**config.mk**
```make
export PLATFORM = sky130hd
export DESIGN_NAME = systolic_setup
export DESIGN_NICKNAME = d
export VERILOG_FILES = /design/src/rtl/systolic_setup.sv
export SDC_FILE = /design/constraint.sdc
export NUM_CORES = 1
export LEC_CHECK = 0
export ABC_CLOCK_PERIOD_IN_PS = 970
export CORE_ASPECT_RATIO = 0.6
export CORE_MARGIN = 2
export CORE_UTILIZATION = 44
export DETAILED_ROUTE_END_ITERATION = 8
export GPL_ROUTABILITY_DRIVEN = 1
export PLACE_DENSITY_LB_ADDON = 0.1
export SLEW_MARGIN = 25
export SYNTH_ARGS = -nofsm -noshare
export SYNTH_HDL_FRONTEND = slang
export SYNTH_SLANG_ARGS = --single-unit
```
**constraint.sdc**
```tcl
create_clock -name clk_i -period 0.97 [get_ports clk_i]
set_input_delay 0.097 -clock clk_i [delete_from_list [all_inputs] [get_ports clk_i]]
set_output_delay 0.097 -clock clk_i [all_outputs]
set_load 0.01 [all_outputs]
```
**src/rtl/systolic_setup.sv**
```systemverilog
// systolic_setup: input skew stage between the A/B global buffers and the
// systolic PE array. Each accepted 8-lane word is split so that lane i
// reaches the array i cycles later than lane 0, forming a diagonal wavefront.
// Bubble and idle cycles inject zeros with valid low, so the array never
// sees stale operands.
module systolic_setup #(
  parameter int LANES      = 8,
  parameter int DATA_WIDTH = 8,
  parameter int BUF_LAT    = 1
) (
  input  logic                          clk_i,
  input  logic                          rst_ni,
  input  logic                          ensys_i,
  input  logic                          bubble_i,
  input  logic                          flush_i,
  input  logic [LANES*DATA_WIDTH-1:0]   data_a_i,
  input  logic [LANES*DATA_WIDTH-1:0]   data_b_i,
  output logic [LANES*DATA_WIDTH-1:0]   a_o,
  output logic [LANES*DATA_WIDTH-1:0]   b_o,
  output logic [LANES-1:0]              valid_a_o,
  output logic [LANES-1:0]              valid_b_o,
  output logic                          busy_o
);

  logic             bub_d;
  logic             in_valid;
  logic [LANES-1:0] lane_valid;
  logic [LANES-1:0] lane_busy;

  // Delay the bubble flag by the buffer read latency so it lines up with
  // the data slot that was never requested.
  if (BUF_LAT == 0) begin : g_no_buf_lat
    assign bub_d = bubble_i;
  end else begin : g_buf_lat
    logic [BUF_LAT-1:0] bub_sr;

    // Bubble delay line, cleared by reset and by flush.
    always_ff @(posedge clk_i or negedge rst_ni) begin
      if (!rst_ni) begin
        bub_sr <= '0;
      end else if (flush_i) begin
        bub_sr <= '0;
      end else begin
        bub_sr[0] <= bubble_i;
        for (int k = 1; k < BUF_LAT; k++) begin
          bub_sr[k] <= bub_sr[k-1];
        end
      end
    end

    assign bub_d = bub_sr[BUF_LAT-1];
  end

  assign in_valid = ensys_i & ~bub_d;

  // Lane i owns a private chain of i+1 registers for A, B and valid, so the
  // triangle of storage is exactly what the skew needs and nothing more.
  for (genvar i = 0; i < LANES; i++) begin : g_lane
    logic [DATA_WIDTH-1:0] a_pipe [0:i];
    logic [DATA_WIDTH-1:0] b_pipe [0:i];
    logic [i:0]            v_pipe;

    // Stage 0 captures the lane (or zero when not accepted); later stages
    // shift every cycle so the wavefront drains without ensys.
    always_ff @(posedge clk_i or negedge rst_ni) begin
      if (!rst_ni) begin
        for (int j = 0; j <= i; j++) begin
          a_pipe[j] <= '0;
          b_pipe[j] <= '0;
        end
        v_pipe <= '0;
      end else if (flush_i) begin
        for (int j = 0; j <= i; j++) begin
          a_pipe[j] <= '0;
          b_pipe[j] <= '0;
        end
        v_pipe <= '0;
      end else begin
        a_pipe[0] <= in_valid ? data_a_i[DATA_WIDTH*i +: DATA_WIDTH] : '0;
        b_pipe[0] <= in_valid ? data_b_i[DATA_WIDTH*i +: DATA_WIDTH] : '0;
        v_pipe[0] <= in_valid;
        for (int j = 1; j <= i; j++) begin
          a_pipe[j] <= a_pipe[j-1];
          b_pipe[j] <= b_pipe[j-1];
          v_pipe[j] <= v_pipe[j-1];
        end
      end
    end

    assign a_o[DATA_WIDTH*i +: DATA_WIDTH] = a_pipe[i];
    assign b_o[DATA_WIDTH*i +: DATA_WIDTH] = b_pipe[i];
    assign lane_valid[i] = v_pipe[i];
    assign lane_busy[i]  = |v_pipe;
  end

  // A and B always move together, so one valid chain serves both edges.
  assign valid_a_o = lane_valid;
  assign valid_b_o = lane_valid;
  assign busy_o    = ensys_i | (|lane_busy);

endmodule

```
==> results of run 1 <==
registers in the layout, summed over array words and instances (netlist names):
register	flops
g_lane.v_pipe	8
g_lane.a_pipe	232
g_lane.b_pipe	232
a_o	56
bub_d	1
b_o	56
where the power goes:
part           total (mW)  internal (mW)  switching [mW]
registers            24.9           24.8          0.0901
logic                2.88           1.57            1.31
clock network        20.4           12.0            8.38
total                48.1           38.3            9.78
routing by layer:
| metal | up-vias | track usage (%) | routed length [um] |
|---|---|---|---|
| li1 | 4534 | - | - |
| met1 | 4602 | 21.35 | 15070 |
| met2 | 156 | 25.86 | 17310 |
| met3 | 49 | 3.558 | 1615 |
| met4 | 0 | 3.683 | 560 |
| met5 | - | 0 | 0 |
cell families (layout without fill, tap and decap cells):
group	after synthesis	after routing	synth area share [%]
buffers and inverters	186	496	6.119
other	0	1	0
flip-flops	585	585	74.89
AND/OR/NAND/NOR	589	589	18.99
worst register-to-register path: stages (launching register included):
cell and delay (ns):
sky130_fd_sc_hd__dfrtp_1 0.40, sky130_fd_sc_hd__nor3b_4 0.25, sky130_fd_sc_hd__buf_8 0.16, sky130_fd_sc_hd__buf_12 0.14, sky130_fd_sc_hd__buf_12 0.12, sky130_fd_sc_hd__buf_16 0.14
sky130_fd_sc_hd__and2_4 0.16
placed cells by master (no fill, tap or decap), types with 2 or more instances in the layout:
cell type                         instances
sky130_fd_sc_hd__and2_1                  57
sky130_fd_sc_hd__and2_4                  71
sky130_fd_sc_hd__and2b_1                 16
sky130_fd_sc_hd__buf_12                  39
sky130_fd_sc_hd__buf_16                  15
sky130_fd_sc_hd__buf_2                   70
sky130_fd_sc_hd__buf_4                   49
sky130_fd_sc_hd__buf_6                   87
sky130_fd_sc_hd__buf_8                   12
sky130_fd_sc_hd__bufinv_16                4
sky130_fd_sc_hd__clkbuf_1                16
sky130_fd_sc_hd__clkbuf_16               54
sky130_fd_sc_hd__clkbuf_8                12
sky130_fd_sc_hd__clkdlybuf4s50_1        130
sky130_fd_sc_hd__clkinv_2                 4
sky130_fd_sc_hd__dfrtp_1                584
sky130_fd_sc_hd__dlygate4sd3_1            2
sky130_fd_sc_hd__nor2b_1                440
stage by stage:
stage                     TNS (ns)  std cells  hold WS [ns]  utilization, %  setup slack (ns)
final                       -75.12       2250      -0.01907           58.33           -0.7030
after global placement      -79.69       2116      -0.03737           52.44           -0.5837
after floorplan             -8.688       1360       -0.1986               -          -0.08628
after CTS                   -93.53       2253       0.05150           58.07           -0.6780
after detailed placement    -80.34       2116      -0.03680           52.44           -0.6152
after global routing        -89.05       2249      -0.01278           58.32           -0.8041
worst max-delay path by stage:
stage | startpoint | endpoint | slack (ns) | depth (start not counted)
3_3_place_gp | ensys_i | g_lane[3].a_pipe[27] | -0.58 | 5
3_5_place_dp | ensys_i | busy_o | -0.62 | 4
5_1_grt | g_lane[7].v_pipe[1] | busy_o | -0.80 | 3
2_1_floorplan | bub_d | g_lane[6].a_pipe[52] | -0.09 | 4
6_report | g_lane[7].v_pipe[1] | busy_o | -0.70 | 3
4_1_cts | g_lane[7].v_pipe[5] | busy_o | -0.68 | 3
final cells by class:
| type | count | area [um2] |
|---|---|---|
| fillers | 3508 | 18150 |
| flip-flops and latches | 585 | 14640 |
| repair buffers | 406 | 4431 |
| multi-input cells | 589 | 3905 |
| clock buffers | 81 | 1551 |
| well taps | 579 | 724.4 |
| clock inverters | 9 | 148.9 |
| diodes | 1 | 2.502 |
timing repair:
| action | CTS | global route |
|---|---|---|
| gates resized for setup | 736 | 94 |
| buffers inserted | 23 | 9 |
| pin swaps | 20 | 51 |
| hold buffers | 3 | 1 |
| cloned | 21 | 1 |
| hold endpoints to repair | 594 | 10 |
| endpoints found under the setup margin | 274 | 598 |
==> flow_results.org, run 1 <==
** Run status
- Run status :: finished with violations
- Violated checks :: DRC, hold timing, setup timing

** Clocking
- Counting the buffers created by CTS gives 52.
- Library cell used as clock root buffer :: sky130_fd_sc_hd__clkbuf_16
- The later pin in the worst-skew pair is clocked with a latency of 0.56 ns.
- Clock tree from TritonCTS :: built
- The H-tree was split into 2 levels.
- For this design, the sink count on the clock tree is 585.
- Clk buf depth :: 3
- CTS clock-pin slew for the worst setup and hold paths :: 0.07 ns

** Finish
- Share of post-route cells with drive strength above 1 :: 25.21%
- Fin nets :: 1767
- P&R area growth vs syn :: 29.96%
- Area of all placed cells without fillers :: 25400 um2

** GRT
- The number of global-route vias before repair was 9568.
- Wire length of the first global-routing pass :: 55830 um
- Leftover overflow at the end of global routing :: 0
- In the global route stage, overall resource usage came out at 15.67%.
- Antenna violations before repair :: 4
- Maximum number of pins on one net before global-route repair :: 66

** Drt
- The count of nets left with antenna violations once routing finished came out at 0.
- DRC violations left :: 18
- The final layout contains routed wiring with a total length of 34560 um.
- In the final routed layout, each cell accounts on average for 15.36 um.
- Number of vias after detailed routing :: 9341
- Detailed-route vias per instance :: 4.152
- Pre-antenna DRT Iters :: 6
- Detailed router's first-iteration violation count :: 377

** Timing
- The smallest clock period supported by the final layout is computed as 1.673 ns.
- Setup repair after global routing could not meet its margin everywhere.
- The final-report hold violation count was 9.
- On the final layout, the worst hold slack is -0.01907 ns.
- After layout, the worst setup slack is -0.7030 ns.
- Clock skew after layout :: 0.01281 ns
- Relative slew slack :: 76.08%
- Final worst-path cycle share :: 172.5%
- Setup violations remaining at the end of the flow were counted as 274.
- Slew @ Worst Pin :: 0.3588 ns
- Upper clock frequency limit :: 0.5977 GHz
- The final count of pins violating max slew is 0.

** Placed design
- At the end of routability-driven placement, the weighted congestion stood at 0.7317.
- Area of placed instances :: 22840 um2
- Summed over all nets, the half-perimeter wirelength after detailed placement is 19340 um.
- The count of buffers added on input and output ports is 277.

** Floorplan
- In this run the core area contains 59 standard-cell rows.
- Floorplan die area :: 46180 um2
- The total area inside the core boundary comes to 43550 um2.
- From left edge to right edge, the die measures 276.1 um.
- Initial Utilization :: 44.88%
- The die is 167.3 um tall.
- I/O pin cnt :: 278

** Logic synthesis
- Counting every net in the synthesized netlist gives 1493.
- Counting instances in the post-synthesis netlist gives the leading cell types as sky130_fd_sc_hd__dfrtp_1 (585), sky130_fd_sc_hd__nor2b_1 (440), sky130_fd_sc_hd__and2_1 (128), sky130_fd_sc_hd__buf_4 (121), sky130_fd_sc_hd__clkbuf_1 (45).
- Post-synth cell types :: 14
- The most used flip-flop cell after synthesis is sky130_fd_sc_hd__dfrtp_1.
- Cell taking the most area after synthesis :: sky130_fd_sc_hd__dfrtp_1
- Most common cell in the netlist :: sky130_fd_sc_hd__dfrtp_1
- After synthesis, the cell types taking the most area are sky130_fd_sc_hd__dfrtp_1 (75%), sky130_fd_sc_hd__nor2b_1 (14%), sky130_fd_sc_hd__buf_4 (4.6%), sky130_fd_sc_hd__and2_1 (4.1%), sky130_fd_sc_hd__clkbuf_1 (0.86%).
- Area of the mapped netlist :: 19550 um2
- Average instance area after synthesis :: 14.37 um2
- The synthesized design devotes to its leading area cell type 74.89% of total area.
- Register area share after synthesis :: 74.89%
- Flip-flop and latch count after synthesis :: 585
- Synth Instances :: 1360
- Yosys Warn Count :: 0
- In this run, synthesis inferred 0 flip-flops with an integrated enable.
- Fraction of registers with async set or reset after synthesis :: 100.0%

** Worst setup path
- Critical path capture point type :: output port
- Highest-delay cell along the critical path :: sky130_fd_sc_hd__dfrtp_2
- Arrival time at the worst endpoint :: 1.58 ns
- Delay of the slowest critical-path stage :: 0.43 ns
- Register-to-register setup slack :: -0.45 ns
- Data required time at the worst endpoint :: 0.87 ns
- Worst setup path class :: flip-flop to output port
- The endpoint identified for the worst register-to-register timing path is g_lane[1].b_pipe[8].
- The critical path goes through nor4_4 -> nand3_1 -> buf_2.
- The startpoint identified for the worst register-to-register timing path is bub_d.
- Along the worst path, the maximum fanout reaches 2.
- Grouping stages by cell kind, the critical path spends the most delay in simple AND/OR/NAND/NOR gates.
- Element type at the critical path start :: flip-flop
- Counting both buffers and inverters, the worst setup path holds a total of 1.
- Counting cells, the worst reg-to-reg path comes to 6.

** Pwr
- Pwr per Cell Area :: 1895 nW/um2
- VDD sags by at most 0.0009987 V.
- Power after layout :: 48.13 mW
- Leak Pwr :: 12.83 nW

** Worst hold path
- The min-delay analysis places its worst path in the category input pin to async pin.

** Run
- Max-cap violations in this run came to 0.
Note: power is estimated with default switching activity, not from simulation.
==> inputs of run 2 (changes only) <==
--- a/config.mk
+++ b/config.mk
@@ -9,8 +9,10 @@
 export CORE_ASPECT_RATIO = 0.6
 export CORE_MARGIN = 2
 export CORE_UTILIZATION = 44
+export CTS_BUF_LIST = sky130_fd_sc_hd__clkbuf_16
 export DETAILED_ROUTE_END_ITERATION = 8
 export GPL_ROUTABILITY_DRIVEN = 1
+export GPL_TIMING_DRIVEN = 1
 export PLACE_DENSITY_LB_ADDON = 0.1
 export SLEW_MARGIN = 25
 export SYNTH_ARGS = -nofsm -noshare
==> flow_results.org, run 2 (synthesis results as in run 1) <==
** Timing
- Clock skew after layout :: 0.01120 ns (-0.001608 ns)
- The worst setup margin came to -0.6590 ns (+0.04399 ns).
- Relative slew slack :: 76.22% (+0.14 points)
- The final count of pins violating max slew came to 0 (unchanged).
- The number of endpoints failing setup at the final stage is 274 (unchanged).
- Hold slack final :: -0.02187 ns (-0.002803 ns)
- The highest achievable clock rate came to 0.6139 GHz (+2.7%).
- The final clock period utilization by the worst path came to 167.9% (-4.5 points).
- Slew @ Worst Pin :: 0.3568 ns (-0.002094 ns)
- Setup repair after global routing could not meet its margin everywhere.
- The final critical path time including I/O delays and setup came to 1.629 ns (-0.04399 ns).
- The final-report hold violation count was 7 (-2).

** Floorplan
- Die span in x :: 276.1 um (unchanged)
- The height of the chip was 167.3 um (unchanged).
- The floorplan row count is 59 (unchanged).
- Area of the placeable core :: 43550 um2 (unchanged)
- I/O pin cnt :: 278 (unchanged)
- Initial Utilization :: 44.88% (unchanged)
- Floorplan die area :: 46180 um2 (unchanged)

** Clocking
- CTS clock-pin slew for the worst setup and hold paths :: 0.07 ns (about the same)
- Number of clock sinks :: 585 (unchanged)
- The deepest level of the CTS H-tree is 2 (unchanged).
- TritonCTS built the clock tree.
- Clk buf depth :: 3 (unchanged)
- The total clock buffers created by CTS was 52 (unchanged).
- Clock insertion delay at the later pin of the skew report :: 0.56 ns (about the same)
- Library cell used as clock root buffer :: sky130_fd_sc_hd__clkbuf_16

** Run
- Number of maximum-capacitance constraint violations :: 0 (unchanged)

** GRT
- The initial antenna violation count was 1 (-3).
- The global-route wire length before repair came to 55020 um (-1.5%).
- The pin count of the biggest net entering global routing was 66 (unchanged).
- The all-layer global routing usage was 15.35% (-0.32 points).
- Leftover overflow at the end of global routing :: 0 (unchanged)
- The number of global-route vias before repair is 9442 (-1.3%).

** Finish
- Most used cells in the layout excluding fill and tap cells :: sky130_fd_sc_hd__dfrtp_1 (585), sky130_fd_sc_hd__nor2b_1 (440), sky130_fd_sc_hd__clkdlybuf4s50_1 (130)
- P&R area growth vs syn :: 29.22%
- Top Registers :: g_lane.a_pipe x232, g_lane.b_pipe x232
- The final design area excluding fillers is 25260 um2 (-0.57%).
- Most common cell after layout, fill and taps aside :: sky130_fd_sc_hd__dfrtp_1
- Final core utilization :: 57.99% (-0.33 points)
- The post-layout instance count excluding filler cells was 2250 (unchanged).
- The fraction of final layout cells sized beyond drive strength 1 came to 24.19% (-1.0 points).
- The total number of nets in the final design came to 1767 (unchanged).

** Worst setup path
- The most critical setup path has its startpoint at g_lane[7].v_pipe[5].
- Data required time at the worst endpoint :: 0.87 ns (about the same)
- Element type at the critical path start :: flip-flop
- Worst setup path class :: flip-flop to output port
- The highest fanout seen on the critical path came to 2 (unchanged).
- In this run the critical register-to-register path is launched from bub_d.
- The endpoint arrival time on the critical path was 1.53 ns (-0.05 ns).
- Critical path capture point type :: output port

** Placed design
- DP HPWL :: 19340 um (unchanged)
- The weighted congestion reported at the end of routability-driven placement came to 0.7317 (unchanged).
- The post-place instance area was 22840 um2 (unchanged).
- Count of input and output buffers :: 277 (unchanged)
- Pre-CTS setup slack :: -0.6152 ns (unchanged)
- Placed Instances :: 2116 (unchanged)

** Run status
- The checks that failed: DRC, hold timing, setup timing.
- Run status :: finished with violations

** Pwr
- Pwr per Cell Area :: 1860 nW/um2 (-1.8%)
- The maximum vdd drop is 0.0009977 V (-0.11%).
- Leak Pwr :: 12.82 nW (about the same)

** Worst hold path
- Hold crit path type :: input pin to async pin

** Drt
- The first-pass detailed-route iteration total came to 6 (unchanged).
- The post-route antenna net violation count came to 0 (unchanged).
- The number of vias in the routed layout is 9305 (-0.39%).
- Routed wire length :: 34620 um (+0.15%)
- Detailed router's first-iteration violation count :: 426 (+13%)
- The number of vias per cell is 4.136 (-0.39%).
- The average detailed-routed wire length per instance was 15.38 um (+0.15%).
- DRC violations left :: 18 (unchanged)
[run 2: cell types whose count changed in the layout (fill, tap and decap cells not counted), moves of 2 or more]
cell and change:
sky130_fd_sc_hd__and2_1 +4, sky130_fd_sc_hd__and2_4 -4, sky130_fd_sc_hd__buf_4 +2, sky130_fd_sc_hd__buf_8 -4, sky130_fd_sc_hd__clkbuf_1 -16, sky130_fd_sc_hd__clkbuf_16 +2, sky130_fd_sc_hd__clkbuf_8 -12, sky130_fd_sc_hd__clkinv_1 +12
sky130_fd_sc_hd__inv_1 +16
[run 2: area by class of cell]
type	instances	area (um2)
clock buffer	53	1326
antenna	1	2.502
multi-input combinational	589	3886
clock inverter	37	254.0
sequential	585	14640
fill	3510	18300
timing repair buffer	406	4427
tap	579	724.4
[run 2: worst max-delay path, stage by stage (launching register included)]
cell                      delay, ns
sky130_fd_sc_hd__dfrtp_1       0.40
sky130_fd_sc_hd__nor4_2        0.32
sky130_fd_sc_hd__nand3_1       0.10
sky130_fd_sc_hd__buf_2         0.15
[run 2: worst paths after layout]
check	to	slack [ns]	depth (start not counted)
min in group clk_i	g_lane[7].a_pipe[63]	0.09	2
max in group asynchronous	g_lane[7].b_pipe[27]	0.34	3
max	busy_o	-0.66	3
min	g_lane[7].a_pipe[51]	-0.02	2
max reg2reg	g_lane[1].b_pipe[8]	-0.42	6
min reg2reg	g_lane[6].b_pipe[40]	0.45	1
[run 2: power by group]
group | total [mW] | internal, mW | switching [mW]
clock network | 19.2 | 10.9 | 8.37
registers | 24.9 | 24.8 | 0.0900
logic | 2.87 | 1.56 | 1.30
[run 2: what timing repair did]
| item | in CTS | in global routing |
|---|---|---|
| setup endpoints to repair | 274 | 612 |
| cloned | 18 | 4 |
| endpoints found under the hold margin | 594 | 10 |
| resized for setup | 724 | 78 |
| buffers inserted | 16 | 9 |
| pin swaps | 18 | 49 |
| hold buffers | 3 | 1 |
[run 2: per-layer routing]
layer | share of wire [%] | GRT usage [%] | vias up
met5 | 0 | 0 | -
met4 | 1.5 | 3.445 | 0
met3 | 4.1 | 3.460 | 44
met2 | 50 | 25.36 | 139
met1 | 45 | 20.98 | 4588
li1 | - | - | 4534
[run 2: through the flow]
| stage | setup TNS (ns) | total power, mW |
|---|---|---|
| final | -73.62 | 46.98 |
| after global routing | -87.01 | 49.14 |
| after CTS | -90.63 | 47.64 |
| after detailed placement | -80.34 | 27.67 |
| after global placement | -79.69 | 27.64 |
| after floorplan | -8.688 | 26.03 |
==> inputs of run 3 (changes only) <==
--- a/config.mk
+++ b/config.mk
@@ -5,7 +5,7 @@
 export SDC_FILE = /design/constraint.sdc
 export NUM_CORES = 1
 export LEC_CHECK = 0
-export ABC_CLOCK_PERIOD_IN_PS = 970
+export ABC_CLOCK_PERIOD_IN_PS = 2000
 export CORE_ASPECT_RATIO = 0.6
 export CORE_MARGIN = 2
 export CORE_UTILIZATION = 44
==> constraint.sdc (replaced) <==
create_clock -name clk_i -period 2 [get_ports clk_i]
set_input_delay 0.2 -clock clk_i [delete_from_list [all_inputs] [get_ports clk_i]]
set_output_delay 0.2 -clock clk_i [all_outputs]
set_load 0.01 [all_outputs]
==> flow_results.org, run 3 (synthesis results as in run 1) <==
** Worst setup path
- Reg-to-reg critical path startpoint :: bub_d
- The endpoint arrival time on the critical path came to 1.69 ns (+0.16 ns).
- The length in cells of the worst reg-to-reg path was 3 (-3).
- The delay of the slowest cell on the worst path was 0.43 ns (+0.03 ns).
- The worst setup path is launched from a flip-flop.
- CP Max Fanout :: 4 (+2)
- Data required time at the worst endpoint :: 1.80 ns (+0.93 ns)
- Worst setup path class :: flip-flop to output port
- Highest-delay cell along the critical path :: sky130_fd_sc_hd__dfrtp_1
- Cells along the critical path :: nor4_4 -> nand3_1 -> dlygate4sd2_1
- Register-to-register setup slack :: 0.58 ns (+1.00 ns)
- Critical path capture point type :: output port
- In this run the critical register-to-register path is captured at g_lane[2].b_pipe[20].

** Clocking
- Number of buffers inserted during clock tree synthesis :: 54 (+3.8%)
- Clk buf depth :: 3 (unchanged)
- Clock insertion delay at the later pin of the skew report :: 0.58 ns (+0.02 ns)
- The clock edge transition at the registers on the reported setup and hold paths is 0.06 ns (about the same).
- The cell sitting at the root of the clock tree is a sky130_fd_sc_hd__clkbuf_16.
- Number of clock sinks :: 585 (unchanged)
- TritonCTS built the clock tree.
- H-Tree Level Count :: 2 (unchanged)

** Timing
- Fin Setup TNS :: 0 ns (+73.62 ns)
- Clock skew after layout :: 0.02450 ns (+0.01330 ns)
- Final Max Slew Viols :: 0 (unchanged)
- The slew at the pin with the worst max-slew slack is 0.5935 ns (+0.2367 ns).
- After layout, the minimum clock period comes to 1.890 ns.
- Final Hold Violating Endpoints :: 0 (-7)
- The number of endpoints failing setup at the final stage was 0 (-100%).
- Relative slew slack :: 60.43% (-16 points)
- In the finished design, the share of the clock period the worst path needs comes to 94.52%.
- Hold slack final :: 0.05162 ns (+0.07350 ns)
- Upper clock frequency limit :: 0.5290 GHz
- Smallest setup slack after layout :: 0.1096 ns (+0.7686 ns)
- Setup repair after global routing left no endpoint under its margin.

** Placed design
- The number of I/O port buffers was 277 (unchanged).
- The pre-CTS setup slack came to 0.2081 ns (+0.8232 ns).
- The placed wire-length estimate after detailed placement is 18300 um (-5.4%).
- GP Congestion :: 0.7388 (+0.97%)
- Area of placed instances :: 22160 um2 (-3.0%)

** GRT
- The number of global-route vias before repair was 9366 (-0.80%).
- Wire length of the first global-routing pass :: 50830 um (-7.6%)
- Antenna violations before repair :: 0 (-1)
- Leftover overflow at the end of global routing :: 0 (unchanged)
- The pin count of the biggest net entering global routing came to 139 (+110%).
- The all-layer global routing usage came to 13.79% (-1.6 points).

** Finish
- Fin nets :: 1666 (-5.7%)
- The largest registers in the layout are g_lane.a_pipe x232, g_lane.b_pipe x232.
- Number of diodes added for antenna fixing :: 0 (-1)
- Compared with the post-synthesis result, the final layout area differs by 22.17%.
- Most used cells in the layout excluding fill and tap cells :: sky130_fd_sc_hd__dfrtp_1 (585), sky130_fd_sc_hd__nor2b_1 (440), sky130_fd_sc_hd__clkdlybuf4s50_1 (274)
- Share of post-route cells with drive strength above 1 :: 6.357% (-18 points)
- The final design area excluding fillers came to 23880 um2 (-5.5%).
- Leaving out fill and tap cells, the most frequent cell in the layout is sky130_fd_sc_hd__dfrtp_1.

** Run status
- Run status :: finished with violations
- The final reports fail on DRC.

** Pwr
- Peak supply drop :: 0.0006852 V (-31%)
- Sequential share of power :: 52.9% (about the same)
- Fraction of power spent switching nets :: 20.96% (+0.18 points)
- The clock share of power was 42.9% (+2.0 points).
- The leakage power summed over all cells came to 11.63 nW (-9.3%).
- The areal power density over the cells is 955.4 nW/um2 (-49%).
- The relative contribution of combinational cells to total power was 4.2% (-1.9 points).
- Internal Pwr Total :: 18.03 mW (-52%)
- Psw :: 4.784 mW (-51%)

** Drt
- The number of vias per cell is 4.208 (+1.7%).
- Routed wire length :: 30270 um (-13%)
- Detailed router's first-iteration violation count :: 498 (+17%)
- The number of remaining DRC errors is 8 (-10).
- The first-pass detailed-route iteration total came to 6 (unchanged).
- The post-route antenna net violation count is 0 (unchanged).
- Number of vias after detailed routing :: 9055 (-2.7%)
- Post-DR wirelength/cell :: 14.06 um (-8.6%)

** Worst hold path
- Launch instance of the worst min-delay path :: flush_i
- The path class of the tightest hold or removal check is input pin to flip-flop.
- Endpoint of the worst hold-timing path :: g_lane[7].v_pipe[1]
- The worst hold path passes through 2 cells.

** Floorplan
- Die span in x :: 276.1 um (unchanged)
- Area of the placeable core :: 43550 um2 (unchanged)
- Cell row count :: 59 (unchanged)
- Die Span Y :: 167.3 um (unchanged)
- I/O pin cnt :: 278 (unchanged)
- Initial Utilization :: 44.88% (unchanged)
- Floorplan die area :: 46180 um2 (unchanged)

** Run
- Number of maximum-capacitance constraint violations :: 0 (unchanged)
==> run 3: cell count changes in the layout (fill, tap and decap cells not counted), moves of 6 or more <==
cell                              change
sky130_fd_sc_hd__buf_6               -88
sky130_fd_sc_hd__clkdlybuf4s50_1    +144
sky130_fd_sc_hd__buf_12              -29
sky130_fd_sc_hd__and2_1              +67
sky130_fd_sc_hd__buf_16              -15
sky130_fd_sc_hd__buf_8                -6
sky130_fd_sc_hd__buf_4               -35
sky130_fd_sc_hd__and2_4              -67
sky130_fd_sc_hd__buf_2               -70
==> run 3: worst max-delay path by stage <==
stage / startpoint / endpoint / slack, ns / cells after the start
after detailed placement: ensys_i / busy_o / 0.21 / 4
after global placement: ensys_i / busy_o / 0.13 / 4
after global routing: g_lane[7].v_pipe[1] / busy_o / 0.006 / 3
after CTS: g_lane[7].v_pipe[1] / busy_o / 0.06 / 3
final: g_lane[7].v_pipe[1] / busy_o / 0.11 / 3
after floorplan: bub_d / g_lane[6].a_pipe[52] / 0.94 / 4
==> run 3: layer usage <==
metal / track usage, % / routed length, um
met5: 0 / 0
met4: 4.134 / 726
met3: 3.335 / 1328
met2: 21.99 / 14630
met1: 18.98 / 13580
==> run 3: layout make-up <==
class | instances | area [um2]
clock buffers | 54 | 1351
clock inverters | 42 | 347.8
fillers | 3605 | 19670
multi-input cells | 589 | 3727
flip-flops and latches | 585 | 14640
well taps | 579 | 724.4
repair buffers | 303 | 3092
==> run 3: critical path: cells and delay by family (launching register included) <==
kind	cells	cell delay, ns
flops	1	0.43
simple gates	2	0.41
buf+inv	1	0.29
==> run 3: metrics by stage <==
stage / power [mW] / std cells / utilization (%)
3_5_place_dp: 13.29 / 2055 / 50.88
4_1_cts: 23.23 / 2152 / 54.81
3_3_place_gp: 13.28 / 2055 / 50.88
2_1_floorplan: 12.62 / 1360 / -
5_1_grt: 23.89 / 2152 / 54.83
6_report: 22.82 / 2152 / 54.83
==> run 3: repair_timing <==
| action | in CTS | in global routing |
|---|---|---|
| hold buffers | 1 | 0 |
| setup endpoints to repair | 1 | 1 |
| setup buffers | 0 | 0 |
| hold endpoints to repair | 75 | 0 |
| gates resized for setup | 2 | 1 |
==> run 3: power groups by stage <==
stage / Sequential (mW) / Clock (mW) / Combinational, mW
after floorplan: 12.3 / 0 / 0.344
after global placement: 12.3 / 0 / 0.999
after detailed placement: 12.3 / 0 / 1.01
after CTS: 12.1 / 10.2 / 1.01
after global routing: 12.1 / 10.7 / 1.10
final: 12.1 / 9.79 / 0.968
